===== config.mk =====
export PLATFORM = sky130hd
export DESIGN_NAME = sum_accumulator_flat
export DESIGN_NICKNAME = d
export VERILOG_FILES = /design/src/rtl/sum_accumulator_if.sv /design/src/rtl/sum_accumulator.sv /design/src/flat_wrapper.sv
export SDC_FILE = /design/constraint.sdc
export NUM_CORES = 1
export LEC_CHECK = 0
export BUFFER_PORTS_ARGS = -buffer_cell sky130_fd_sc_hd__buf_2
export CAP_MARGIN = 20
export CORE_UTILIZATION = 35
export CTS_CLUSTER_SIZE = 14
export DETAILED_ROUTE_END_ITERATION = 12
export PLACE_DENSITY = 0.51
export SLEW_MARGIN = 10
export SYNTH_ARGS = -nofsm -noshare
export SYNTH_HDL_FRONTEND = slang
export SYNTH_SLANG_ARGS = --single-unit
export TNS_END_PERCENT = 5

===== constraint.sdc =====
create_clock -name clk -period 3.3 [get_ports clk]
set_input_delay 0.495 -clock clk [delete_from_list [all_inputs] [get_ports clk]]
set_output_delay 0.495 -clock clk [all_outputs]
set_load 0.005 [all_outputs]

===== src/rtl/sum_accumulator_if.sv =====
// Stream interface for sum_accumulator: an input sample stream and an
// output batch-total stream, each with a valid/ready handshake.
// master: the side that produces samples and consumes batch totals.
// slave:  the accumulator itself.
interface sum_accumulator_if #(
    parameter int IN_W  = 5,
    parameter int ACC_W = 8
);
    logic                    in_valid;
    logic signed [IN_W-1:0]  in_data;
    logic                    in_ready;
    logic                    out_valid;
    logic                    out_ready;
    logic signed [ACC_W-1:0] out_sum;
    logic                    out_ovf;

    modport master (
        output in_valid, in_data, out_ready,
        input  in_ready, out_valid, out_sum, out_ovf
    );

    modport slave (
        input  in_valid, in_data, out_ready,
        output in_ready, out_valid, out_sum, out_ovf
    );
endinterface


===== src/rtl/sum_accumulator.sv =====
// sum_accumulator: accumulates NUM_SAMPLES signed samples into one batch
// total and presents it on a valid/ready output with a sticky overflow flag.
// Two-state FSM: ACCUM collects samples, HOLD presents the total until taken.
// Optional build macro ACC_SATURATE_EN: when defined, an overflowing step
// clamps the accumulator to the nearest limit; otherwise it wraps.
module sum_accumulator #(
    parameter int IN_W        = 5,
    parameter int ACC_W       = 8,
    parameter int NUM_SAMPLES = 4
) (
    input  logic              clk,
    input  logic              reset,
    sum_accumulator_if.slave  bus
);
    typedef enum logic {
        ACCUM = 1'b0,
        HOLD  = 1'b1
    } state_t;

    localparam logic [7:0] LAST_COUNT = 8'(NUM_SAMPLES - 1);
    localparam logic signed [ACC_W-1:0] ACC_MAX = {1'b0, {(ACC_W-1){1'b1}}};
    localparam logic signed [ACC_W-1:0] ACC_MIN = {1'b1, {(ACC_W-1){1'b0}}};

    state_t                  state_reg;
    state_t                  state_next;
    logic signed [ACC_W-1:0] acc_reg;
    logic [7:0]              count_reg;
    logic                    ovf_sticky_reg;
    logic                    out_valid_reg;
    logic signed [ACC_W-1:0] out_sum_reg;
    logic                    out_ovf_reg;

    logic                    in_ready_int;
    logic                    accept;
    logic                    last_sample;
    logic                    out_take;
    logic signed [ACC_W:0]   sum_ext;
    logic                    step_ovf;
    logic signed [ACC_W-1:0] acc_step;

    // One guard bit above ACC_W makes the exact sum representable, so a
    // disagreement between the top two bits marks an out-of-range step.
    assign sum_ext  = {acc_reg[ACC_W-1], acc_reg}
                    + {{(ACC_W+1-IN_W){bus.in_data[IN_W-1]}}, bus.in_data};
    assign step_ovf = sum_ext[ACC_W] ^ sum_ext[ACC_W-1];

`ifdef ACC_SATURATE_EN
    // Clamp toward the side of the true sum; the guard bit is its sign.
    assign acc_step = step_ovf ? (sum_ext[ACC_W] ? ACC_MIN : ACC_MAX)
                               : sum_ext[ACC_W-1:0];
`else
    // Plain two's-complement wrap; the clamp limits are unused here.
    assign acc_step = sum_ext[ACC_W-1:0];
    logic unused_limits;
    assign unused_limits = ^{ACC_MAX, ACC_MIN};
`endif

    assign accept      = bus.in_valid && in_ready_int;
    assign last_sample = (count_reg == LAST_COUNT);
    assign out_take    = out_valid_reg && bus.out_ready;

    // State register.
    always_ff @(posedge clk or posedge reset) begin
        if (reset) begin
            state_reg <= ACCUM;
        end else begin
            state_reg <= state_next;
        end
    end

    // Next-state logic: leave ACCUM on the batch-completing accept, leave
    // HOLD on the output handshake.
    always_comb begin
        state_next = state_reg;
        case (state_reg)
            ACCUM:   if (accept && last_sample) state_next = HOLD;
            HOLD:    if (out_take)              state_next = ACCUM;
            default: state_next = ACCUM;
        endcase
    end

    // Output decode: in_ready depends only on registered state.
    always_comb begin
        in_ready_int = (state_reg == ACCUM);
    end

    // Accumulator, sample counter, sticky overflow and output registers.
    always_ff @(posedge clk or posedge reset) begin
        if (reset) begin
            acc_reg        <= '0;
            count_reg      <= '0;
            ovf_sticky_reg <= 1'b0;
            out_valid_reg  <= 1'b0;
            out_sum_reg    <= '0;
            out_ovf_reg    <= 1'b0;
        end else if (accept) begin
            if (last_sample) begin
                out_sum_reg    <= acc_step;
                out_ovf_reg    <= ovf_sticky_reg | step_ovf;
                out_valid_reg  <= 1'b1;
                acc_reg        <= '0;
                count_reg      <= '0;
                ovf_sticky_reg <= 1'b0;
            end else begin
                acc_reg        <= acc_step;
                count_reg      <= count_reg + 8'd1;
                ovf_sticky_reg <= ovf_sticky_reg | step_ovf;
            end
        end else if (out_take) begin
            out_valid_reg <= 1'b0;
        end
    end

    assign bus.in_ready  = in_ready_int;
    assign bus.out_valid = out_valid_reg;
    assign bus.out_sum   = out_sum_reg;
    assign bus.out_ovf   = out_ovf_reg;
endmodule


===== src/flat_wrapper.sv =====
// flat-port wrapper written by rule: the top's interface ports become plain ports
module sum_accumulator_flat 
#(
    parameter int IN_W        = 5,
    parameter int ACC_W       = 8,
    parameter int NUM_SAMPLES = 4
)
  (clk, reset, bus_in_valid, bus_in_data, bus_out_ready, bus_in_ready, bus_out_valid, bus_out_sum, bus_out_ovf);
  sum_accumulator_if #(.IN_W(IN_W), .ACC_W(ACC_W)) bus_i ();
  input  logic clk;
  input  logic reset;
  input wire logic [$bits(bus_i.in_valid)-1:0] bus_in_valid;
  input wire logic [$bits(bus_i.in_data)-1:0] bus_in_data;
  input wire logic [$bits(bus_i.out_ready)-1:0] bus_out_ready;
  output wire logic [$bits(bus_i.in_ready)-1:0] bus_in_ready;
  output wire logic [$bits(bus_i.out_valid)-1:0] bus_out_valid;
  output wire logic [$bits(bus_i.out_sum)-1:0] bus_out_sum;
  output wire logic [$bits(bus_i.out_ovf)-1:0] bus_out_ovf;
  assign bus_i.in_valid = bus_in_valid;
  assign bus_i.in_data = bus_in_data;
  assign bus_i.out_ready = bus_out_ready;
  assign bus_in_ready = bus_i.in_ready;
  assign bus_out_valid = bus_i.out_valid;
  assign bus_out_sum = bus_i.out_sum;
  assign bus_out_ovf = bus_i.out_ovf;
  sum_accumulator #(.IN_W(IN_W), .ACC_W(ACC_W), .NUM_SAMPLES(NUM_SAMPLES)) u_core (.clk(clk), .reset(reset), .bus(bus_i));
endmodule

-- After elaboration in Yosys (flattened, before gate mapping)
Cells that the tools add are included.
- $add $sub $neg: 2
- eq/ne operators: 2
- muxes and demuxes: 9
- bitwise logic cells: 3
- reductions and logical operators: 6
- operators with widths (cell ; number):
    8-bit two-way mux ; 2
    8-bit by 5-bit adder with 9-bit output ; 1
    8-bit by 1-bit adder with 8-bit output (second input constant) ; 1
    8-bit by 2-bit == test with 1-bit output (second input constant) ; 1
    1-bit two-way mux ; 6
    2-bit AND reduction ; 2
    1-bit logical AND ; 3
    2-bit inequality test (second input constant) ; 1
    1-bit one-hot mux with 2 select lines ; 1
    2-bit nonzero test ; 1
    1-bit NOT ; 1
    1-bit bitwise OR ; 1
    1-bit bitwise XOR ; 1
- bits in registers: 28
- input bits: 9
- output and inout port bits: 11

-- Depth between registers and ports, before layout
- depth after elaboration: 5
- gate-level depth with buffers: 7
- gate-level depth less buffers: 7

-- Least setup slack after synthesis
OpenSTA, ideal clock, no wires.
- path kind: input-to-reg
- start: in bus_in_data[0]
- end: reg u_core.out_sum_reg[6] (netlist: u_core.bus.out_sum[6])
- setup time: 125 ps
- arrival: 1995 ps
- slack: 1180 ps
- stages on the path: 7
- path buffers: 0
- cell sequence: ha_1 fa_1 a21o_1 a21oi_2 o21ai_0 xor2_1 mux2_4
- cells in the longest elaborated chain, start to end: 1
- RTL lines (element ; line ; source):
    start: declaration ; flat_wrapper.sv:13 ; input wire logic [$bits(bus_i.in_data)-1:0] bus_in_data;
    8-bit by 5-bit adder with 9-bit output ; sum_accumulator.sv:44 ; + {{(ACC_W+1-IN_W){bus.in_data[IN_W-1]}}, bus.in_data};
    end signal: assignment ; sum_accumulator.sv:98 ; out_sum_reg <= acc_step;
    end: declaration ; sum_accumulator.sv:30 ; logic signed [ACC_W-1:0] out_sum_reg;
No other way between the ends.
A chain may end at the register's enable or synchronous reset.

-- Final worst setup path
- start: reg u_core.acc_reg[0]
- end: reg u_core.out_sum_reg[6] (netlist: u_core.bus.out_sum[6])
- cells in the longest elaborated chain, start to end: 1
- RTL lines (element ; line ; source):
    start: declaration ; sum_accumulator.sv:26 ; logic signed [ACC_W-1:0] acc_reg;
    start signal: assignment ; sum_accumulator.sv:105 ; acc_reg <= acc_step;
    8-bit by 5-bit adder with 9-bit output ; sum_accumulator.sv:44 ;
No other way between the ends.

==> results.toml <==
[run_status]
status = "finished clean"

[clock_network]
clock_sink_count = 28
cts_inserted_buffers = 3
register_clock_pin_slew_on_the_reported_worst_setup_and_hold_paths_ns = 0.10
cts.htree.levels = 1
clockBufferDepth = 2
clock_latency_ns = 0.28
cts_hold_repair.buffers = 0
cts.root.buffer_cell = "sky130_fd_sc_hd__clkbuf_8"
cts_resized = 0
setup_buffers_after_cts = 0
cts_tree = "yes"

[setup_path]
worstSetupPathType = "register to register"
slowest_delay_ns = 0.42
path_buf_inv = 0
critical-path-top-delay-family = "adder cells"
reg2reg_from = "u_core.acc_reg[0]"
endpoint_kind = "register"
start_kind = "register"
cell_chain_critical_path = "ha_1 -> fa_1 -> a21o_1 -> a21oi_2 -> o21ai_0 -> xor2_1 -> mux2_4"
cell_type_of_the_slowest_stage_on_the_worst_timing_path = "sky130_fd_sc_hd__fa_1"
crit_fanout = 3
crit_arrival_ns = 2.32
setup.worst_path.start = "u_core.acc_reg[0]"
worst_ep_required_time_ns = 3.48

[grt]
global_route_track_usage_on_met1_pct = 20.4
grt_max_degree = 29
grtUsageTotal_pct = 14.9
number_of_antenna_violations_at_the_first_check_in_global_routing = 0
grt_pass1_wl_um = 4840
grtUsageMet2_pct = 22.1
global_route.overflow_total = 0
met3_usage_pct = 3.60
global_route.peak_usage_layer = "met2"
first_global_vias = 1001

[synth]
ys_seq_elements = 28
area_of_the_mapped_netlist_um2 = 1470
postSynth.asyncResetShare_pct = 100
synthDistinctLibCells = 34
synth.yosys.seq_area_share_pct = 47.6
synthTopCellsByArea = "sky130_fd_sc_hd__dfrtp_1, sky130_fd_sc_hd__ha_1, sky130_fd_sc_hd__a22o_1, sky130_fd_sc_hd__xnor2_1, sky130_fd_sc_hd__mux2_4"
synth_top_area_share_pct = 47.6
yosys-top-cells-count = "sky130_fd_sc_hd__dfrtp_1, sky130_fd_sc_hd__nand2_1, sky130_fd_sc_hd__a22o_1, sky130_fd_sc_hd__ha_1, sky130_fd_sc_hd__xnor2_1"
netlist_instances = 123
synth_top_area_cell = "sky130_fd_sc_hd__dfrtp_1"
synth.yosys.warnings = 0
synth_edf_count = 0
postSynthAreaPerCell_um2 = 12.0
syn_nets = 142
synthMostInstantiatedCell = "sky130_fd_sc_hd__dfrtp_1"
ys_dominant_reg_cell = "sky130_fd_sc_hd__dfrtp_1"

[drt]
via_count = 1026
drtAntennaViolNets = 0
initialDrtViolationCount = 24
via_density_per_instance = 5.29
route.detailed.drc = 0
drt_pass1_iterations = 4
routed_wl_um = 2800
avgRoutedWirePerCell_um = 14.4

[timing]
clock-skew-final_ns = 0.00577
hold-worst-slack_ns = 0.176
drv_slew = 0
timing_hold_violations_final = 0
setup_violators_final = 0
period_share_pct = 65.1
rsz0062_at_grt = "false"
fmaxAchievable_ghz = 0.465
headroom_to_the_max_slew_limit_pct = 42.9
finalSetupTns_ns = 0
layout_min_cycle_time_ns = 2.15
tightest_pin_transition_ns = 0.856

[worst_hold_path]
worstHoldPathType = "primary input to async pin"

[pwr]
comb_power_share_pct = 45.2
vdd_ir_drop_max_mv = 0.491
net_sw_share_pct = 36.1
intPower_w = 0.00100
power.share.sequential_pct = 37.4
power_per_unit_of_standard_cell_area_nw_per_um2 = 917
power_leakage_nw = 0.810
power.clock.fraction_pct = 17.4
switchingPower_w = 0.000566

[final_layout]
ratio_of_cells_with_drive_above_1_in_the_final_layout_pct = 27.1
antenna_cells = 0
post_layout_nonfiller_instances = 194
final_net_count = 164
synthToLayoutAreaGrowth_pct = 16.2
fillers = 392

[place]
portBuffers = 19
post-place-cells = 189
placer_congestion_estimate = 0.782
dp_hpwl_um = 1920

[floorplan]
placeableCoreArea_um2 = 4030
die_width_um = 66.8
initial_core_util_pct = 36.5
design.die.area_um2 = 4470
die_y_um = 66.8
ioPinCount = 20
row_count = 23

[job]
cap_violations = 0
## cells in the final DEF (no fill, tap or decap), types with 2 or more instances in the layout
| cell | n |
|---|---|
| sky130_fd_sc_hd__a21o_1 | 2 |
| sky130_fd_sc_hd__a21oi_1 | 7 |
| sky130_fd_sc_hd__a22o_1 | 9 |
| sky130_fd_sc_hd__a31oi_1 | 2 |
| sky130_fd_sc_hd__buf_2 | 19 |
| sky130_fd_sc_hd__clkbuf_8 | 3 |
| sky130_fd_sc_hd__dfrtp_1 | 28 |
| sky130_fd_sc_hd__ha_1 | 9 |
| sky130_fd_sc_hd__inv_1 | 2 |
| sky130_fd_sc_hd__mux2_2 | 3 |
| sky130_fd_sc_hd__mux2_4 | 5 |
| sky130_fd_sc_hd__nand2_1 | 12 |
| sky130_fd_sc_hd__nand3_1 | 3 |
| sky130_fd_sc_hd__nand4_1 | 3 |
| sky130_fd_sc_hd__nor2_1 | 3 |
| sky130_fd_sc_hd__o21ai_0 | 4 |
| sky130_fd_sc_hd__xnor2_1 | 9 |
| sky130_fd_sc_hd__xor2_1 | 3 |
## power by group through the flow
| stage | logic (W) | registers (W) | clock network [W] |
|---|---|---|---|
| 2_1_floorplan | 0.000538 | 0.000581 | 0 |
| 3_3_place_gp | 0.000699 | 0.000592 | 0 |
| 3_5_place_dp | 0.000706 | 0.000594 | 0 |
| 4_1_cts | 0.000710 | 0.000589 | 0.000286 |
| 5_1_grt | 0.000790 | 0.000610 | 0.000299 |
| 6_report | 0.000708 | 0.000587 | 0.000273 |
## logic make-up after synthesis
group / Yosys count / synth area share (%)
buffers and inverters: 5 / 1.79
and+or+nand+nor: 28 / 11.0
DFF: 28 / 47.6
adders and majority gates: 10 / 9.01
xor gates and xnor gates: 12 / 7.14
AOI/OAI and AO/OA: 32 / 16.1
muxes: 8 / 7.40
## area by class of cell
class | instances | area, um2 | area share, %
clock inverters | 1 | 30.0 | 1.76
repair buffers | 20 | 123 | 7.17
inverters | 2 | 7.51 | 0.439
multi-input cells | 90 | 744 | 43.6
clock buffers | 3 | 41.3 | 2.42
flip-flops and latches | 28 | 701 | 41.0
well taps | 50 | 62.6 | 3.66
## final timing paths
| check | to | slack (ns) | depth (start not counted) |
|---|---|---|---|
| setup / recovery | u_core.bus.out_sum[6] | 1.15 | 7 |
| hold / removal | u_core.bus.out_sum[0] | 0.18 | 2 |
| setup reg to reg | u_core.bus.out_sum[6] | 1.15 | 7 |
| hold reg to reg | u_core.ovf_sticky_reg | 0.49 | 2 |
| max in group asynchronous | u_core.bus.out_sum[2] | 2.69 | 3 |
| min in group clk | u_core.bus.out_valid | 0.40 | 2 |
## routing by layer
layer  routed length (um)  up-vias
li1                     -      492
met1                 1370      506
met2                 1270       23
met3                  114        5
met4                   48        0
met5                    0        -
## stage by stage
step / setup slack (ns) / area, um2 / total power (W) / utilization (%)
finish: 1.15 / 1710 / 0.00157 / 42.4
global route: 1.07 / 1710 / 0.00170 / 42.4
CTS: 1.16 / 1680 / 0.00158 / 41.7
detailed placement: 0.951 / 1610 / 0.00130 / 40.0
global placement: 0.998 / 1610 / 0.00129 / 40.0
floorplan: 1.18 / 1470 / 0.00112 / -
Power figures use the tool's default switching activity.
